$ cat config.mk
export PLATFORM = sky130hd
export DESIGN_NAME = if_fetch_stage_flat
export DESIGN_NICKNAME = d
export VERILOG_FILES = /design/src/rtl/if_fetch_stage_pkg.sv /design/src/rtl/if_fetch_stage_if.sv /design/src/rtl/if_fetch_stage.sv /design/src/flat_wrapper.sv
export SDC_FILE = /design/constraint.sdc
export NUM_CORES = 1
export LEC_CHECK = 0
export BUFFER_PORTS_ARGS = -buffer_cell sky130_fd_sc_hd__clkbuf_2
export CORE_ASPECT_RATIO = 2
export CORE_MARGIN = 2
export CORE_UTILIZATION = 52
export DETAILED_ROUTE_END_ITERATION = 8
export PLACE_DENSITY = 0.87
export SLEW_MARGIN = 40
export SYNTH_ARGS = -nofsm -noshare
export SYNTH_HDL_FRONTEND = slang
export SYNTH_SLANG_ARGS = --single-unit
$ cat constraint.sdc
create_clock -name clk -period 4.6 [get_ports clk]
set_clock_uncertainty 0.2 [all_clocks]
set_input_delay 0.92 -clock clk [delete_from_list [all_inputs] [get_ports clk]]
set_output_delay 0.92 -clock clk [all_outputs]
set_load 0.05 [all_outputs]
$ cat src/rtl/if_fetch_stage_pkg.sv
// Shared types and constants for the instruction-fetch stage.
package if_fetch_stage_pkg;

  typedef enum logic [1:0] {
    FS_REQ   = 2'd0,
    FS_WAIT  = 2'd1,
    FS_VALID = 2'd2
  } fs_state_e;

  localparam logic [31:0] RESET_PC_DEF   = 32'hbfc00000;
  localparam logic [31:0] PC_STEP        = 32'd4;
  localparam logic [3:0]  SRAM_WEN_TIE   = 4'h0;
  localparam logic [31:0] SRAM_WDATA_TIE = 32'h0;

  function automatic logic pc_misaligned(input logic [31:0] pc);
    return pc[1:0] != 2'b00;
  endfunction

endpackage

$ cat src/rtl/if_fetch_stage_if.sv
// Fetch-stage bus: instruction SRAM port, ID handshake and branch redirect.
// FETCH_ADEL_EN adds the fs_adel address-error flag toward ID.
interface if_fetch_stage_if;
  logic        inst_sram_en;
  logic [3:0]  inst_sram_wen;
  logic [31:0] inst_sram_addr;
  logic [31:0] inst_sram_wdata;
  logic [31:0] inst_sram_rdata;
  logic        ds_allowin;
  logic        br_valid;
  logic [31:0] br_target;
  logic        fs_to_ds_valid;
  logic [31:0] fs_pc;
  logic [31:0] fs_inst;
`ifdef FETCH_ADEL_EN
  logic        fs_adel;

  modport master (
    output inst_sram_en, inst_sram_wen, inst_sram_addr, inst_sram_wdata,
           fs_to_ds_valid, fs_pc, fs_inst, fs_adel,
    input  inst_sram_rdata, ds_allowin, br_valid, br_target
  );
  modport slave (
    input  inst_sram_en, inst_sram_wen, inst_sram_addr, inst_sram_wdata,
           fs_to_ds_valid, fs_pc, fs_inst, fs_adel,
    output inst_sram_rdata, ds_allowin, br_valid, br_target
  );
`else
  modport master (
    output inst_sram_en, inst_sram_wen, inst_sram_addr, inst_sram_wdata,
           fs_to_ds_valid, fs_pc, fs_inst,
    input  inst_sram_rdata, ds_allowin, br_valid, br_target
  );
  modport slave (
    input  inst_sram_en, inst_sram_wen, inst_sram_addr, inst_sram_wdata,
           fs_to_ds_valid, fs_pc, fs_inst,
    output inst_sram_rdata, ds_allowin, br_valid, br_target
  );
`endif
endinterface

$ cat src/rtl/if_fetch_stage.sv
// Instruction-fetch stage with configurable SRAM read latency and branch kill.
// FETCH_ADEL_EN: misaligned PCs skip the SRAM and raise fs_adel instead.
module if_fetch_stage
  import if_fetch_stage_pkg::*;
#(
  parameter logic [31:0] RESET_PC = RESET_PC_DEF,
  parameter int          SRAM_LAT = 1,
  parameter int          CNT_W    = 3
) (
  input logic             clk,
  input logic             resetn,
  if_fetch_stage_if.master fs
);

  fs_state_e        state_q, state_d;
  logic [31:0]      pc_q, pc_d;
  logic [CNT_W-1:0] cnt_q, cnt_d;
  logic             kill_q, kill_d;
  logic [31:0]      inst_q, inst_d;
  logic             adel_q, adel_d;

  logic [31:0] req_pc;
  logic        hs, want_req, adel_hit, lat_done;

  // A request goes out from S_REQ, or on the accepting cycle of S_VALID.
  assign hs       = (state_q == FS_VALID) && !fs.br_valid && fs.ds_allowin;
  assign want_req = (state_q == FS_REQ) || hs;
  assign req_pc   = (state_q == FS_REQ) ? (fs.br_valid ? fs.br_target : pc_q)
                                        : pc_q + PC_STEP;
  assign lat_done = cnt_q == CNT_W'(SRAM_LAT);
`ifdef FETCH_ADEL_EN
  assign adel_hit = pc_misaligned(req_pc);
  assign fs.fs_adel = adel_q;
`else
  assign adel_hit = 1'b0;
`endif

  always_ff @(posedge clk) begin
    if (!resetn) begin
      state_q <= FS_REQ;
      pc_q    <= RESET_PC;
      cnt_q   <= '0;
      kill_q  <= 1'b0;
      inst_q  <= '0;
      adel_q  <= 1'b0;
    end else begin
      state_q <= state_d;
      pc_q    <= pc_d;
      cnt_q   <= cnt_d;
      kill_q  <= kill_d;
      inst_q  <= inst_d;
      adel_q  <= adel_d;
    end
  end

  always_comb begin
    state_d = state_q;
    pc_d    = pc_q;
    cnt_d   = cnt_q;
    kill_d  = kill_q;
    inst_d  = inst_q;
    adel_d  = adel_q;
    if (want_req) begin
      pc_d = req_pc;
      if (adel_hit) begin
        state_d = FS_VALID;
        inst_d  = '0;
        adel_d  = 1'b1;
      end else begin
        state_d = FS_WAIT;
        cnt_d   = CNT_W'(1);
        adel_d  = 1'b0;
      end
    end else begin
      case (state_q)
        FS_WAIT: begin
          cnt_d = cnt_q + CNT_W'(1);
          if (fs.br_valid) pc_d = fs.br_target;
          if (lat_done) begin
            inst_d = fs.inst_sram_rdata;
            // A redirect landing on the return cycle kills that word too.
            if (kill_q || fs.br_valid) begin
              state_d = FS_REQ;
              kill_d  = 1'b0;
            end else begin
              state_d = FS_VALID;
            end
          end else if (fs.br_valid) begin
            kill_d = 1'b1;
          end
        end
        FS_VALID: begin
          if (fs.br_valid) begin
            pc_d    = fs.br_target;
            state_d = FS_REQ;
          end
        end
        default: state_d = FS_REQ;
      endcase
    end
  end

  always_comb begin
    fs.inst_sram_en    = resetn && want_req && !adel_hit;
    fs.inst_sram_addr  = req_pc;
    fs.inst_sram_wen   = SRAM_WEN_TIE;
    fs.inst_sram_wdata = SRAM_WDATA_TIE;
    fs.fs_to_ds_valid  = resetn && (state_q == FS_VALID) && !fs.br_valid;
    fs.fs_pc           = pc_q;
    fs.fs_inst         = inst_q;
  end

endmodule

$ cat src/flat_wrapper.sv
// flat-port wrapper written by rule: the top's interface ports become plain ports
module if_fetch_stage_flat import if_fetch_stage_pkg::*;
#(
  parameter logic [31:0] RESET_PC = RESET_PC_DEF,
  parameter int          SRAM_LAT = 1,
  parameter int          CNT_W    = 3
)
  (clk, resetn, fs_inst_sram_en, fs_inst_sram_wen, fs_inst_sram_addr, fs_inst_sram_wdata, fs_fs_to_ds_valid, fs_fs_pc, fs_fs_inst, fs_inst_sram_rdata, fs_ds_allowin, fs_br_valid, fs_br_target);
  if_fetch_stage_if fs_i ();
  input logic clk;
  input logic resetn;
  output wire logic [$bits(fs_i.inst_sram_en)-1:0] fs_inst_sram_en;
  output wire logic [$bits(fs_i.inst_sram_wen)-1:0] fs_inst_sram_wen;
  output wire logic [$bits(fs_i.inst_sram_addr)-1:0] fs_inst_sram_addr;
  output wire logic [$bits(fs_i.inst_sram_wdata)-1:0] fs_inst_sram_wdata;
  output wire logic [$bits(fs_i.fs_to_ds_valid)-1:0] fs_fs_to_ds_valid;
  output wire logic [$bits(fs_i.fs_pc)-1:0] fs_fs_pc;
  output wire logic [$bits(fs_i.fs_inst)-1:0] fs_fs_inst;
  input wire logic [$bits(fs_i.inst_sram_rdata)-1:0] fs_inst_sram_rdata;
  input wire logic [$bits(fs_i.ds_allowin)-1:0] fs_ds_allowin;
  input wire logic [$bits(fs_i.br_valid)-1:0] fs_br_valid;
  input wire logic [$bits(fs_i.br_target)-1:0] fs_br_target;
  assign fs_inst_sram_en = fs_i.inst_sram_en;
  assign fs_inst_sram_wen = fs_i.inst_sram_wen;
  assign fs_inst_sram_addr = fs_i.inst_sram_addr;
  assign fs_inst_sram_wdata = fs_i.inst_sram_wdata;
  assign fs_fs_to_ds_valid = fs_i.fs_to_ds_valid;
  assign fs_fs_pc = fs_i.fs_pc;
  assign fs_fs_inst = fs_i.fs_inst;
  assign fs_i.inst_sram_rdata = fs_inst_sram_rdata;
  assign fs_i.ds_allowin = fs_ds_allowin;
  assign fs_i.br_valid = fs_br_valid;
  assign fs_i.br_target = fs_br_target;
  if_fetch_stage #(.RESET_PC(RESET_PC), .SRAM_LAT(SRAM_LAT), .CNT_W(CNT_W)) u_core (.clk(clk), .resetn(resetn), .fs(fs_i));
endmodule
==> results.toml <==
[status]
outcome = "finished, final reports clean"

[sta]
timing.fmax_ghz = 0.2378
fin_tns_setup_ns = 0
slew_headroom_pct = 44.77
timing.final.crit_share_pct = 91.40
finalHoldViolCount = 0
rsz0062_at_grt = "no"
holdWs_ns = 0.2499
setup_viol = 0
max_slew.worst_pin.slew_ns = 0.8268
finalMaxSlewViolations = 0
min_period_ns = 4.204

[clocking]
cts_made_buffers = 9
ctsHoldBuffers = 0
tritoncts = "built"
clk_pin_slew_ns = 0.06
clock_sinks = 70
cts_resized = 0
cts_max_path_buffers = 2
htree_num_levels = 3
cts_root_buf = "clkbuf_16"
clkLatencyLatePin_ns = 0.34
post_cts_buffers = 0

[hold_path]
min_to = "u_core.fs.fs_inst[10]$_SDFFE_PN0P_"
hold_start = "u_core.fs.fs_inst[10]$_SDFFE_PN0P_"
min_path_cells = 2
hold_class = "flip-flop to flip-flop"

[pwr]
peakVddDrop_mv = 0.2983
leakagePower_nw = 2.545
powerDensity_mw_per_mm2 = 372.0
report.power.total_mw = 2.107

[drt]
dr.pass1.iters = 6
drt-met1-wl_um = 5410
highest-signal-layer = "met4"
viasPerCell = 6.173
route.met2.wl_um = 8430
drcViolationCount = 0
postRouteAntennaNets = 0
wl_um = 16570
post_drt_wl_per_cell_um = 18.25
drt_iter0_drc = 603
vias = 5605
route.met3.wl_um = 1521

[synth]
syn_avg_cell_area_sq_um = 6.962
synth_area_sq_mm = 0.004637
yosysTopAreaCell = "dfxtp_1"
netlist_instances = 666
yosysSeqAreaShare_pct = 30.22
synthFlopType = "dfxtp_1"
ys_top_cells_by_count = "135 x nand2_1, 84 x a21oi_1, 70 x dfxtp_1"
ys_types = 59
synthMostInstantiatedCell = "nand2_1"
ys_ff_latch = 70
synth-edff-count = 0
yosys-top-cells-area = "dfxtp_1 30%, nand2_1 11%, a21oi_1 9.1%, buf_4 5.8%, nor2_1 3.8%"
synth_top_cell_area_share_pct = 30.22
synthArstFlopShare_pct = 0
yosys_warnings = 0

[placed_design]
hpwl_um = 12350
port_buffers = 165
finalWeightedCongestion = 0.9892
placed_cells = 893

[floorplanning]
die_h_um = 137.5
die_area_sq_mm = 0.009734
rows = 48
ios = 202
core_area_sq_mm = 0.008648
initial_core_util_pct = 53.62
die_width_um = 70.77

[finish]
layout.cells.non_filler = 908
fillCellCount = 806
syn_to_final_growth_pct = 22.18
nets = 875
drive_above_1_share_pct = 26.61
diodes = 0

[setup_path]
crit_chain = "nand4_4, or4_4, or4_1, a21o_2, a21oi_1, clkbuf_2"
critPathMaxStageDelay_ns = 0.64
reg2reg_slack_ns = 1.75
reg2regPathDepth = 5
end_kind = "output port"
arrival_ns = 3.08
required_ns = 3.48
r2r-end = "u_core.fs.fs_pc[31]$_SDFFE_PN1P_"
critPathMaxFanout = 11
r2r_start = "u_core.fs.fs_pc[8]$_SDFFE_PN0P_"
criticalPathCategory = "flip-flop to output port"
cp_slowest_cell = "or4_1"
start_kind = "flip-flop"

[grt]
overflow = 0
antenna_found_initial = 0
grt_max_degree = 34
grt_pass1_wl_um = 25560
grt_usage_pct = 33.30
grt_pass1_vias = 5323

[run]
maxCapViolations = 0
## worst max-delay path by stage
stage	from	slack [ns]	cells after the start	endpoint
3_5_place_dp	u_core.fs.fs_pc[2]$_SDFFE_PN0P_	0.70	8	fs_inst_sram_addr[18]
5_1_grt	u_core.fs.fs_pc[9]$_SDFFE_PN0P_	0.28	6	fs_inst_sram_addr[27]
4_1_cts	u_core.fs.fs_pc[2]$_SDFFE_PN0P_	0.32	8	fs_inst_sram_addr[18]
3_3_place_gp	u_core.fs.fs_pc[2]$_SDFFE_PN0P_	0.78	8	fs_inst_sram_addr[18]
6_report	u_core.fs.fs_pc[8]$_SDFFE_PN0P_	0.40	6	fs_inst_sram_addr[27]
2_1_floorplan	u_core.fs.fs_pc[9]$_SDFFE_PN0P_	0.27	7	fs_inst_sram_addr[27]
## where the power goes
group	internal [mW]	switching, mW
sequential	0.646	0.0604
combinational	0.168	0.537
clock	0.430	0.266
total	1.24	0.864
## layer usage
layer	track usage, %	vias to the layer above
met5	0	-
met4	25.16	0
met3	7.535	104
met2	58.88	404
met1	33.18	2535
li1	-	2562
## worst max-delay path: cells and delay by family, from the launching register on
kind | cells | cell delay [ns]
flip-flops | 1 | 0.57
buffers and inverters | 1 | 0.30
AO/OA/AOI/OAI | 2 | 0.42
AND/OR/NAND/NOR | 3 | 1.45
## cells in the final DEF (no fill, tap or decap), types with 3 or more instances in the layout
cell       count
nand4_1       16
o22ai_1        5
inv_1         15
a21oi_1       84
nor2b_1        6
o21a_1         9
a32oi_1        5
o221a_2        6
xor2_1         4
nand2b_1       7
o221ai_1       5
nor4_1         7
clkbuf_2     165
nor3_1        24
conb_1        36
mux2i_1        6
buf_4         14
a221o_1        4
nand2_1      134
dfxtp_1       69
clkbuf_16      9
nand3_1       14
or3_1          5
and3b_1        5
ha_1           3
a31oi_1        6
a211oi_1      11
o21ai_0       27
and2_1         6
nor2_1        46
o22a_1         3
a22oi_1        6
## registers in the layout, summed over array words and instances (netlist names)
signal	count
u_core.cnt_q	3
u_core.state_q	2
u_core.fs.fs_pc	32
u_core.kill_q	1
u_core.fs.fs_inst	32
## area by class of cell
| cell class | instances | area, sq um | share of cell area [%] |
|---|---|---|---|
| multi-input cells | 529 | 2860 | 50.49 |
| flip-flops and latches | 70 | 1403 | 24.76 |
| repair buffers | 179 | 930.9 | 16.43 |
| clock buffers | 11 | 242.7 | 4.284 |
| well taps | 100 | 125.1 | 2.208 |
| inverters | 15 | 56.30 | 0.9938 |
| clock inverters | 4 | 47.55 | 0.8392 |
## cell families (layout without fill, tap and decap cells)
family                     after synthesis  after routing  share of synthesized area, %
AOI/OAI and AO/OA                      189            189                         25.80
adders and majority gates                3              3                        0.8096
and+or+nand+nor                        288            288                         29.06
other                                    1             36                       0.08087
buffers and inverters                  102            209                         11.31
DFF                                     70             70                         30.22
xor gates and xnor gates                 5              5                        0.9444
muxes                                    8              8                         1.781
## per-stage QoR
step                setup slack (ns)  util, %  area [sq um]
floorplan                     0.2731        -          4768
global placement              0.7818    61.99          5361
detailed placement            0.6952    62.07          5368
CTS                           0.3238    65.42          5658
global route                  0.2779    65.51          5665
finish                        0.3956    65.51          5665
Note: power is estimated with default switching activity, not from simulation.
